$ cat src/rtl/apb_uart.sv
// APB slave UART with 8-bit frames, optional parity and sticky RX status.
// Define APB_UART_RX_SYNC_EN to route rxSerial through a two-flop synchronizer.
module apb_uart #(
    parameter int CLKS_PER_BIT = 870,
    parameter int BASE_ADDR    = 2000
) (
    input  logic        PCLK,
    input  logic        rst,
    input  logic [31:0] PADDR,
    input  logic [31:0] PWDATA,
    input  logic        PSEL,
    input  logic        PENABLE,
    input  logic        PWRITE,
    input  logic        rxSerial,
    output logic [31:0] PRDATA,
    output logic        PREADY,
    output logic        txSerial
);

    localparam int CW = $clog2(CLKS_PER_BIT + 1);
    localparam logic [CW-1:0] C_LAST = CW'(CLKS_PER_BIT - 1);
    localparam logic [CW-1:0] C_HALF = CW'(CLKS_PER_BIT / 2 - 1);
    localparam logic [31:0] A_CFG = 32'(BASE_ADDR);
    localparam logic [31:0] A_STS = 32'(BASE_ADDR + 4);
    localparam logic [31:0] A_DAT = 32'(BASE_ADDR + 8);

    typedef enum logic [2:0] {
        S_IDLE, S_START, S_DATA, S_PAR, S_STOP
    } uart_state_t;

    uart_state_t r_tx_state, r_rx_state;
    logic [CW-1:0] r_tx_cnt, r_rx_cnt;
    logic [2:0]    r_tx_bitn, r_rx_bitn;
    logic [7:0]    r_tx_shift, r_rx_shift, r_rx_byte;
    logic r_tx_par_en, r_tx_par_bit;
    logic r_rx_par_en, r_rx_par_even, r_rx_par_bad, r_rx_prev;
    logic r_par_en, r_par_even;
    logic r_rx_valid, r_par_err, r_frm_err, r_rx_ovr;

    logic w_acc, w_wr, w_rd, w_cfg_sel, w_sts_sel, w_dat_sel;
    logic w_tx_busy, w_rx, w_stop_tick, w_good, w_perr, w_frm;
    logic w_unused;

    assign w_acc     = PSEL & PENABLE;
    assign w_wr      = w_acc & PWRITE;
    assign w_rd      = w_acc & ~PWRITE;
    assign w_cfg_sel = (PADDR == A_CFG);
    assign w_sts_sel = (PADDR == A_STS);
    assign w_dat_sel = (PADDR == A_DAT);
    assign PREADY    = w_acc;
    assign w_tx_busy = (r_tx_state != S_IDLE);
    assign w_unused  = ^PWDATA[31:8];

`ifdef APB_UART_RX_SYNC_EN
    logic [1:0] r_sync;
    always_ff @(posedge PCLK or posedge rst) begin
        if (rst) r_sync <= 2'b11;
        else     r_sync <= {r_sync[0], rxSerial};
    end
    assign w_rx = r_sync[1];
`else
    assign w_rx = rxSerial;
`endif

    always_comb begin
        PRDATA = '0;
        if (PSEL && !PWRITE) begin
            if (w_cfg_sel)
                PRDATA = {27'b0, r_par_even, r_par_en, 3'b0};
            else if (w_sts_sel)
                PRDATA = {27'b0, w_tx_busy, r_rx_ovr, r_frm_err,
                          r_par_err, r_rx_valid};
            else if (w_dat_sel)
                PRDATA = {24'b0, r_rx_byte};
        end
    end

    always_ff @(posedge PCLK or posedge rst) begin
        if (rst) begin
            r_par_en   <= 1'b0;
            r_par_even <= 1'b0;
        end else if (w_wr && w_cfg_sel) begin
            r_par_en   <= PWDATA[3];
            r_par_even <= PWDATA[4];
        end
    end

    // Parity mode is captured per frame so CONFIG writes never split a frame
    always_ff @(posedge PCLK or posedge rst) begin
        if (rst) begin
            r_tx_state   <= S_IDLE;
            r_tx_cnt     <= '0;
            r_tx_bitn    <= '0;
            r_tx_shift   <= '0;
            r_tx_par_en  <= 1'b0;
            r_tx_par_bit <= 1'b0;
            txSerial     <= 1'b1;
        end else if (r_tx_state == S_IDLE) begin
            txSerial <= 1'b1;
            if (w_wr && w_dat_sel) begin
                r_tx_shift   <= PWDATA[7:0];
                r_tx_par_en  <= r_par_en;
                r_tx_par_bit <= r_par_even ? ^PWDATA[7:0] : ~^PWDATA[7:0];
                r_tx_cnt     <= '0;
                r_tx_state   <= S_START;
                txSerial     <= 1'b0;
            end
        end else if (r_tx_cnt != C_LAST) begin
            r_tx_cnt <= r_tx_cnt + 1'b1;
        end else begin
            r_tx_cnt <= '0;
            case (r_tx_state)
                S_START: begin
                    r_tx_bitn  <= '0;
                    txSerial   <= r_tx_shift[0];
                    r_tx_state <= S_DATA;
                end
                S_DATA: begin
                    if (r_tx_bitn == 3'd7) begin
                        txSerial   <= r_tx_par_en ? r_tx_par_bit : 1'b1;
                        r_tx_state <= r_tx_par_en ? S_PAR : S_STOP;
                    end else begin
                        r_tx_bitn  <= r_tx_bitn + 1'b1;
                        r_tx_shift <= r_tx_shift >> 1;
                        txSerial   <= r_tx_shift[1];
                    end
                end
                S_PAR: begin
                    txSerial   <= 1'b1;
                    r_tx_state <= S_STOP;
                end
                default: begin
                    txSerial   <= 1'b1;
                    r_tx_state <= S_IDLE;
                end
            endcase
        end
    end

    assign w_stop_tick = (r_rx_state == S_STOP) && (r_rx_cnt == C_LAST);
    assign w_frm  = w_stop_tick & ~w_rx;
    assign w_perr = w_stop_tick & w_rx & r_rx_par_bad;
    assign w_good = w_stop_tick & w_rx & ~r_rx_par_bad;

    always_ff @(posedge PCLK or posedge rst) begin
        if (rst) begin
            r_rx_state    <= S_IDLE;
            r_rx_cnt      <= '0;
            r_rx_bitn     <= '0;
            r_rx_shift    <= '0;
            r_rx_par_en   <= 1'b0;
            r_rx_par_even <= 1'b0;
            r_rx_par_bad  <= 1'b0;
            r_rx_prev     <= 1'b1;
        end else begin
            r_rx_prev <= w_rx;
            case (r_rx_state)
                S_IDLE: begin
                    if (r_rx_prev && !w_rx) begin
                        r_rx_cnt      <= '0;
                        r_rx_par_en   <= r_par_en;
                        r_rx_par_even <= r_par_even;
                        r_rx_par_bad  <= 1'b0;
                        r_rx_state    <= S_START;
                    end
                end
                S_START: begin
                    if (r_rx_cnt != C_HALF) begin
                        r_rx_cnt <= r_rx_cnt + 1'b1;
                    end else begin
                        r_rx_cnt   <= '0;
                        r_rx_bitn  <= '0;
                        r_rx_state <= w_rx ? S_IDLE : S_DATA;
                    end
                end
                default: begin
                    if (r_rx_cnt != C_LAST) begin
                        r_rx_cnt <= r_rx_cnt + 1'b1;
                    end else begin
                        r_rx_cnt <= '0;
                        if (r_rx_state == S_DATA) begin
                            r_rx_shift <= {w_rx, r_rx_shift[7:1]};
                            r_rx_bitn  <= r_rx_bitn + 1'b1;
                            if (r_rx_bitn == 3'd7)
                                r_rx_state <= r_rx_par_en ? S_PAR : S_STOP;
                        end else if (r_rx_state == S_PAR) begin
                            r_rx_par_bad <= ^{r_rx_shift, w_rx} ^ ~r_rx_par_even;
                            r_rx_state   <= S_STOP;
                        end else begin
                            r_rx_state <= S_IDLE;
                        end
                    end
                end
            endcase
        end
    end

    // Receiver events take priority over APB clears in the same cycle
    always_ff @(posedge PCLK or posedge rst) begin
        if (rst) begin
            r_rx_byte  <= '0;
            r_rx_valid <= 1'b0;
            r_par_err  <= 1'b0;
            r_frm_err  <= 1'b0;
            r_rx_ovr   <= 1'b0;
        end else begin
            if (w_good)
                r_rx_byte <= r_rx_shift;
            if (w_good)
                r_rx_valid <= 1'b1;
            else if ((w_wr && w_sts_sel) || (w_rd && w_dat_sel))
                r_rx_valid <= 1'b0;
            if (w_good && r_rx_valid)
                r_rx_ovr <= 1'b1;
            else if (w_wr && w_sts_sel)
                r_rx_ovr <= 1'b0;
            if (w_perr)
                r_par_err <= 1'b1;
            else if (w_wr && w_sts_sel)
                r_par_err <= 1'b0;
            if (w_frm)
                r_frm_err <= 1'b1;
            else if (w_wr && w_sts_sel)
                r_frm_err <= 1'b0;
        end
    end

endmodule

$ cat config.mk
export PLATFORM = sky130hd
export DESIGN_NAME = apb_uart
export DESIGN_NICKNAME = d
export VERILOG_FILES = /design/src/rtl/apb_uart.sv
export SDC_FILE = /design/constraint.sdc
export NUM_CORES = 1
export LEC_CHECK = 0
export CELL_PAD_IN_SITES_DETAIL_PLACEMENT = 1
export CELL_PAD_IN_SITES_GLOBAL_PLACEMENT = 1
export CORE_ASPECT_RATIO = 1.1
export CORE_MARGIN = 5
export CORE_UTILIZATION = 37
export CTS_BUF_LIST = sky130_fd_sc_hd__clkbuf_8 sky130_fd_sc_hd__clkbuf_16
export DETAILED_ROUTE_END_ITERATION = 6
export PLACE_DENSITY = 0.82
export SLEW_MARGIN = 10
export SYNTH_ARGS = -nofsm -noshare
export SYNTH_HDL_FRONTEND = slang
export SYNTH_SLANG_ARGS = --single-unit
$ cat constraint.sdc
create_clock -name PCLK -period 2.35 [get_ports PCLK]
set_input_delay 0.3525 -clock PCLK [delete_from_list [all_inputs] [get_ports PCLK]]
set_output_delay 0.3525 -clock PCLK [all_outputs]
set_load 0.01 [all_outputs]
# After elaboration in Yosys (flattened, before gate mapping)
# Cells that the tools add are included.
# op_classes
eq_ne,28
bitwise,18
addsub,4
n_reduce_logical,35
mux,55
# op_table
cell,n
$eq A32 B11 Y1 const B,3
$mux W8,8
$mux W10,6
$mux W3,16
$mux W32,1
$add A10 B1 Y10 const B,2
$ne A10 B10 Y1 const B,2
$pmux W10 S2,1
$pmux W3 S2,3
$mux W1,16
$reduce_and A4 Y1,4
$reduce_bool A2 Y1,8
$eq A3 B2 Y1 const B,4
$eq A10 B10 Y1 const B,1
$ne A10 B9 Y1 const B,1
$ne A2 B2 Y1 const B,5
$not A1 Y1,10
$eq A3 B3 Y1 const B,3
$pmux W3 S3,1
$reduce_xor A9 Y1,1
$logic_and A1 B1 Y1,8
$ne A2 B1 Y1 const B,4
$reduce_xnor A8 Y1,1
$reduce_xor A8 Y1,1
other kinds (17),30
# word_totals
in_bits,70
output_inout_bits,34
word_cells,162
regBits,69

# Logic depth before layout (Yosys ltp)
# logic_depth
word_depth,6
depth_mapped,8
depth_no_buf,7

# Worst setup path before layout
# OpenSTA, ideal clock, no wires.
# synth_path
kind,register -> register
start,register r_tx_bitn[0]
end,register r_tx_shift[0]
path_stages_with_launch,8
period_less_slack_ns,1.890
arrival_ns,1.810
path_slack_ns,0.460
t_required_ns,2.270
n_path_buf,1
setup_time_ns,0.080
path_cell_list,dfrtp_1 > ha_1 > ha_1 > or3_1 > clkbuf_1 > nand2b_1 > nand2_1 > a2bb2oi_1
# synth_via
elab_chain_cells,3
# synth_lines
element,line,rtl
"start, declared",33,"logic [2:0] r_tx_bitn, r_rx_bitn;"
"start signal, assigned",123,r_tx_bitn <= r_tx_bitn + 1'b1;
$eq A3 B3 Y1,119,if (r_tx_bitn == 3'd7) begin
$ne A2 B2 Y1 (no source line),n/a,
$reduce_and A4 Y1 (no source line),n/a,
"end signal, assigned",101,r_tx_shift <= PWDATA[7:0];
"end signal, assigned",124,r_tx_shift <= r_tx_shift >> 1;
"end, declared",34,"logic [7:0] r_tx_shift, r_rx_shift, r_rx_byte;"
# No other way between the ends.
# A chain may end at the register's enable or synchronous reset.

# Final worst setup path
# layout_path
start,input port PADDR[25]
end,output port PRDATA[1]
# layout_via
elab_chain_cells,5
word_cells_on_any_way,7
cone_classes,3 x eq/ne; 4 x mux
# layout_lines
element,line,rtl
"start, declared",9,"input logic [31:0] PADDR,"
$eq A32 B11 Y1,49,assign w_dat_sel = (PADDR == A_DAT);
$mux W8,73,else if (w_dat_sel)
$mux W8,70,else if (w_sts_sel)
$mux W8 *,68,if (w_cfg_sel)
$mux W32 *,67,if (PSEL && !PWRITE) begin
"end, declared",15,"output logic [31:0] PRDATA,"
# Mark *: on every way between the ends. The rest lies on a longest branch, timed or not.

==> impl_metrics.ini <==
[layout]
layout.nets = 548
fillCellCount = 1188
area_growth_pct = 29.4
drive_gt1_frac = 0.232
diodes = 0

[setup_path]
critPathMaxFanout = 4
reg2reg_to = r_rx_byte[2]
setup.worst_path.end_class = output port
arrival_ns = 1.95
ff2ff_path_depth = 5
cp-startpoint = PADDR[25]
cpMaxStageDelayCell = clkdlybuf4s50_1
reg2reg_from = r_rx_cnt[4]
worstPathRequired_ns = 2.00
slowest_delay_ns = 0.41
r2r_slack_ns = 0.21
endpoint = PRDATA[1]
start_kind = primary input
critical_path.cell_chain = clkdlybuf4s50_1 > nor4_2 > and4_4 > buf_6 > nand4b_1 > buf_4 > nor2_2 > buf_2
criticalPathCategory = primary input to output port

[detailed_routing]
drt_pass1_iterations = 4
num_vias = 3167
drtIter0Drc = 84
via_per_inst = 5.13
drc_errors = 0
final_antenna_net_count = 0
detail_route.wl_per_cell_um = 17.4
wirelength_mm = 10.7

[clocking]
cts.sinks = 69
cts_made_buffers = 9
cts_tree = done
clk_latency_ns = 0.33
clock_path_buffers = 2
htree_levels = 3
clk_pin_slew_ns = 0.06
cts_root_buf = clkbuf_16

[synth]
synth_xor_area_frac = 0.0532
yosysMostFrequentCell = dfrtp_1
synthSimpleGateAreaFrac = 0.189
synth_top_area_frac = 0.424
async_flop_share = 1.00
synthMuxAreaShare = 0.0874
synth_common_cells = dfrtp_1, o21ai_0, nand2_1, nor2_1, buf_4
synth-edff-count = 0
synth_largest_area_cell = dfrtp_1
synthAdderAreaFrac = 0.0285
yosys-top-cells-area = dfrtp_1, buf_4, mux2_2
synth_top_family_by_area = simple AND/OR/NAND/NOR gates
yosys_most_used_dff = dfrtp_1
synth_cells = 388
synth_seq_cells = 69
synth_compound_area_frac = 0.124
syn_area_mm2 = 0.00395
ys_seq_area_frac = 0.437
synth_cell_types = 56
ys_warn_count = 0
avgSynthCellArea_um2 = 10.2

[die]
die_y_um = 118
coreArea_mm2 = 0.0104
dieArea_mm2 = 0.0129
ioPinCount = 104
die_x_um = 109
placementRows = 39
initial_core_util = 0.379

[sta]
worst_pin_slew_ns = 0.820
period_share = 0.980
max_freq_mhz = 434
period_minus_slack_ns = 2.30
finalMaxSlewViolations = 0
slew-limit-headroom = 0.450
hold_viol_final = 0
final-setup-viol-count = 0
hold_ws_ns = 0.412
fin_tns_setup_ns = 0
skew_ns = 0.00515
grt_setup_unrepaired = yes

[flow_run]
drv_cap = 0

[placed_design]
globalplace.congestion = 0.844
dpl.hpwl_mm = 7.73
io_buffers = 55

[grt]
first_global_vias = 3627
gr-total-overflow = 0
grt_antenna_before_repair = 0
grtUsageTotal = 0.176
grt_pass1_wl_mm = 18.3
grt_max_degree = 70

[min_path]
hold_path.class = primary input to asynchronous set/reset pin

[power]
pwr-share-seq = 0.393
vdd_drop_max_uv = 426
p_sw_frac = 0.266
p_leak_nw = 2.37
comb_power_share = 0.162
power_frac_clock = 0.445
p_per_area_mw_per_mm2 = 653
switchingPower_mw = 0.886
p_int_mw = 2.45

[status]
status = completed
cells in the final DEF, fill, tap and decap left out, types with 9 or more instances in the layout:
| master | synthesis | layout |
|---|---|---|
| buf_4 | 24 | 28 |
| mux2_2 | 16 | 16 |
| dlygate4sd2_1 | 0 | 22 |
| nor2_1 | 28 | 23 |
| inv_1 | 10 | 9 |
| dfrtp_1 | 67 | 67 |
| nand2_1 | 28 | 27 |
| conb_1 | 1 | 24 |
| o22ai_1 | 9 | 9 |
| ha_1 | 9 | 9 |
| nand3_1 | 9 | 9 |
| o21ai_0 | 29 | 28 |
| mux2_4 | 9 | 9 |
| clkdlybuf4s50_1 | 0 | 24 |
| xnor2_1 | 18 | 18 |
| clkbuf_16 | 0 | 9 |
cell families (layout without fill, tap and decap cells):
group,after synthesis,after routing
adder cells (fa/ha/maj),9,9
multiplexers,28,28
AND/OR/NAND/NOR,132,132
other,1,24
XOR/XNOR,24,24
flip-flops,69,69
buffers and inverters,49,112
AO/OA/AOI/OAI,76,76
sequential cells by signal, summed over array words and instances, names as in the netlist:
| signal | cells |
|---|---|
| r_rx_cnt | 10 |
| r_tx_bitn | 3 |
| r_rx_par_en | 1 |
| r_rx_valid | 1 |
| r_rx_shift | 8 |
| r_rx_par_even | 1 |
| r_rx_par_bad | 1 |
| r_rx_ovr | 1 |
| r_par_even | 1 |
| r_rx_byte | 8 |
| r_par_err | 1 |
| r_tx_cnt | 10 |
| r_rx_prev | 1 |
| r_tx_shift | 8 |
| r_tx_state | 3 |
| r_par_en | 1 |
| r_frm_err | 1 |
| r_tx_par_en | 1 |
| r_rx_bitn | 3 |
| txSerial | 1 |
| r_tx_par_bit | 1 |
| r_rx_state | 3 |
metrics by stage:
| step | setup slack, ns | instance area (um^2) | utilization | power [mW] | instances |
|---|---|---|---|---|---|
| after floorplan | 0.261 | 4040 | - | 1.70 | 411 |
| after global placement | -0.409 | 4660 | 0.446 | 1.84 | 590 |
| after detailed placement | -0.697 | 4660 | 0.446 | 1.88 | 590 |
| after CTS | 0.00906 | 5070 | 0.485 | 3.36 | 616 |
| after global routing | -0.0711 | 5110 | 0.490 | 3.49 | 617 |
| final | 0.0470 | 5110 | 0.490 | 3.34 | 617 |
power by group through the flow:
| stage | logic (mW) | registers [mW] | clock network [mW] |
|---|---|---|---|
| global route | 0.603 | 1.32 | 1.57 |
| finish | 0.541 | 1.31 | 1.48 |
| CTS | 0.543 | 1.31 | 1.51 |
| global placement | 0.514 | 1.32 | 0 |
| detailed placement | 0.544 | 1.33 | 0 |
| floorplan | 0.417 | 1.29 | 0 |
area by class of cell:
class                           count  area [um^2]  share of cell area
Timing Repair Buffer               86          756               0.148
Inverter                           10         37.5             0.00734
Sequential cell                    69         1730               0.338
Clock buffer                       10          239              0.0467
Multi-Input combinational cell    293         2090               0.408
Clock inverter                      6         86.3              0.0169
Tap cell                          143          179              0.0350
layer usage:
layer / share of wire / GRT usage / vias to the layer above
met1: 0.41 / 0.202 / 1601
met5: 0 / 0 / -
met3: 0.019 / 0.0371 / 23
met4: 0.023 / 0.0560 / 0
li1: - / - / 1501
met2: 0.55 / 0.321 / 42
critical path, delay by kind of cell:
family / cells / cell delay [ns]
simple gates: 4 / 0.74
buf+inv: 4 / 0.86
what timing repair did:
item / 4_1_cts / 5_1_grt
endpoints found under the setup margin: 13 / 9
hold buffers: 0 / 0
resized for setup: 68 / 12
setup buffers: 10 / 1
pin swaps: 11 / 7
how the worst min path moves through the flow:
stage | to | slack (ns)
2_1_floorplan | r_rx_prev | 0.36
3_3_place_gp | r_rx_ovr | 0.47
3_5_place_dp | txSerial | 0.48
4_1_cts | r_rx_cnt[8] | 0.43
5_1_grt | r_rx_cnt[8] | 0.45
6_report | r_rx_cnt[3] | 0.41
(Power assumes the default switching activity.)
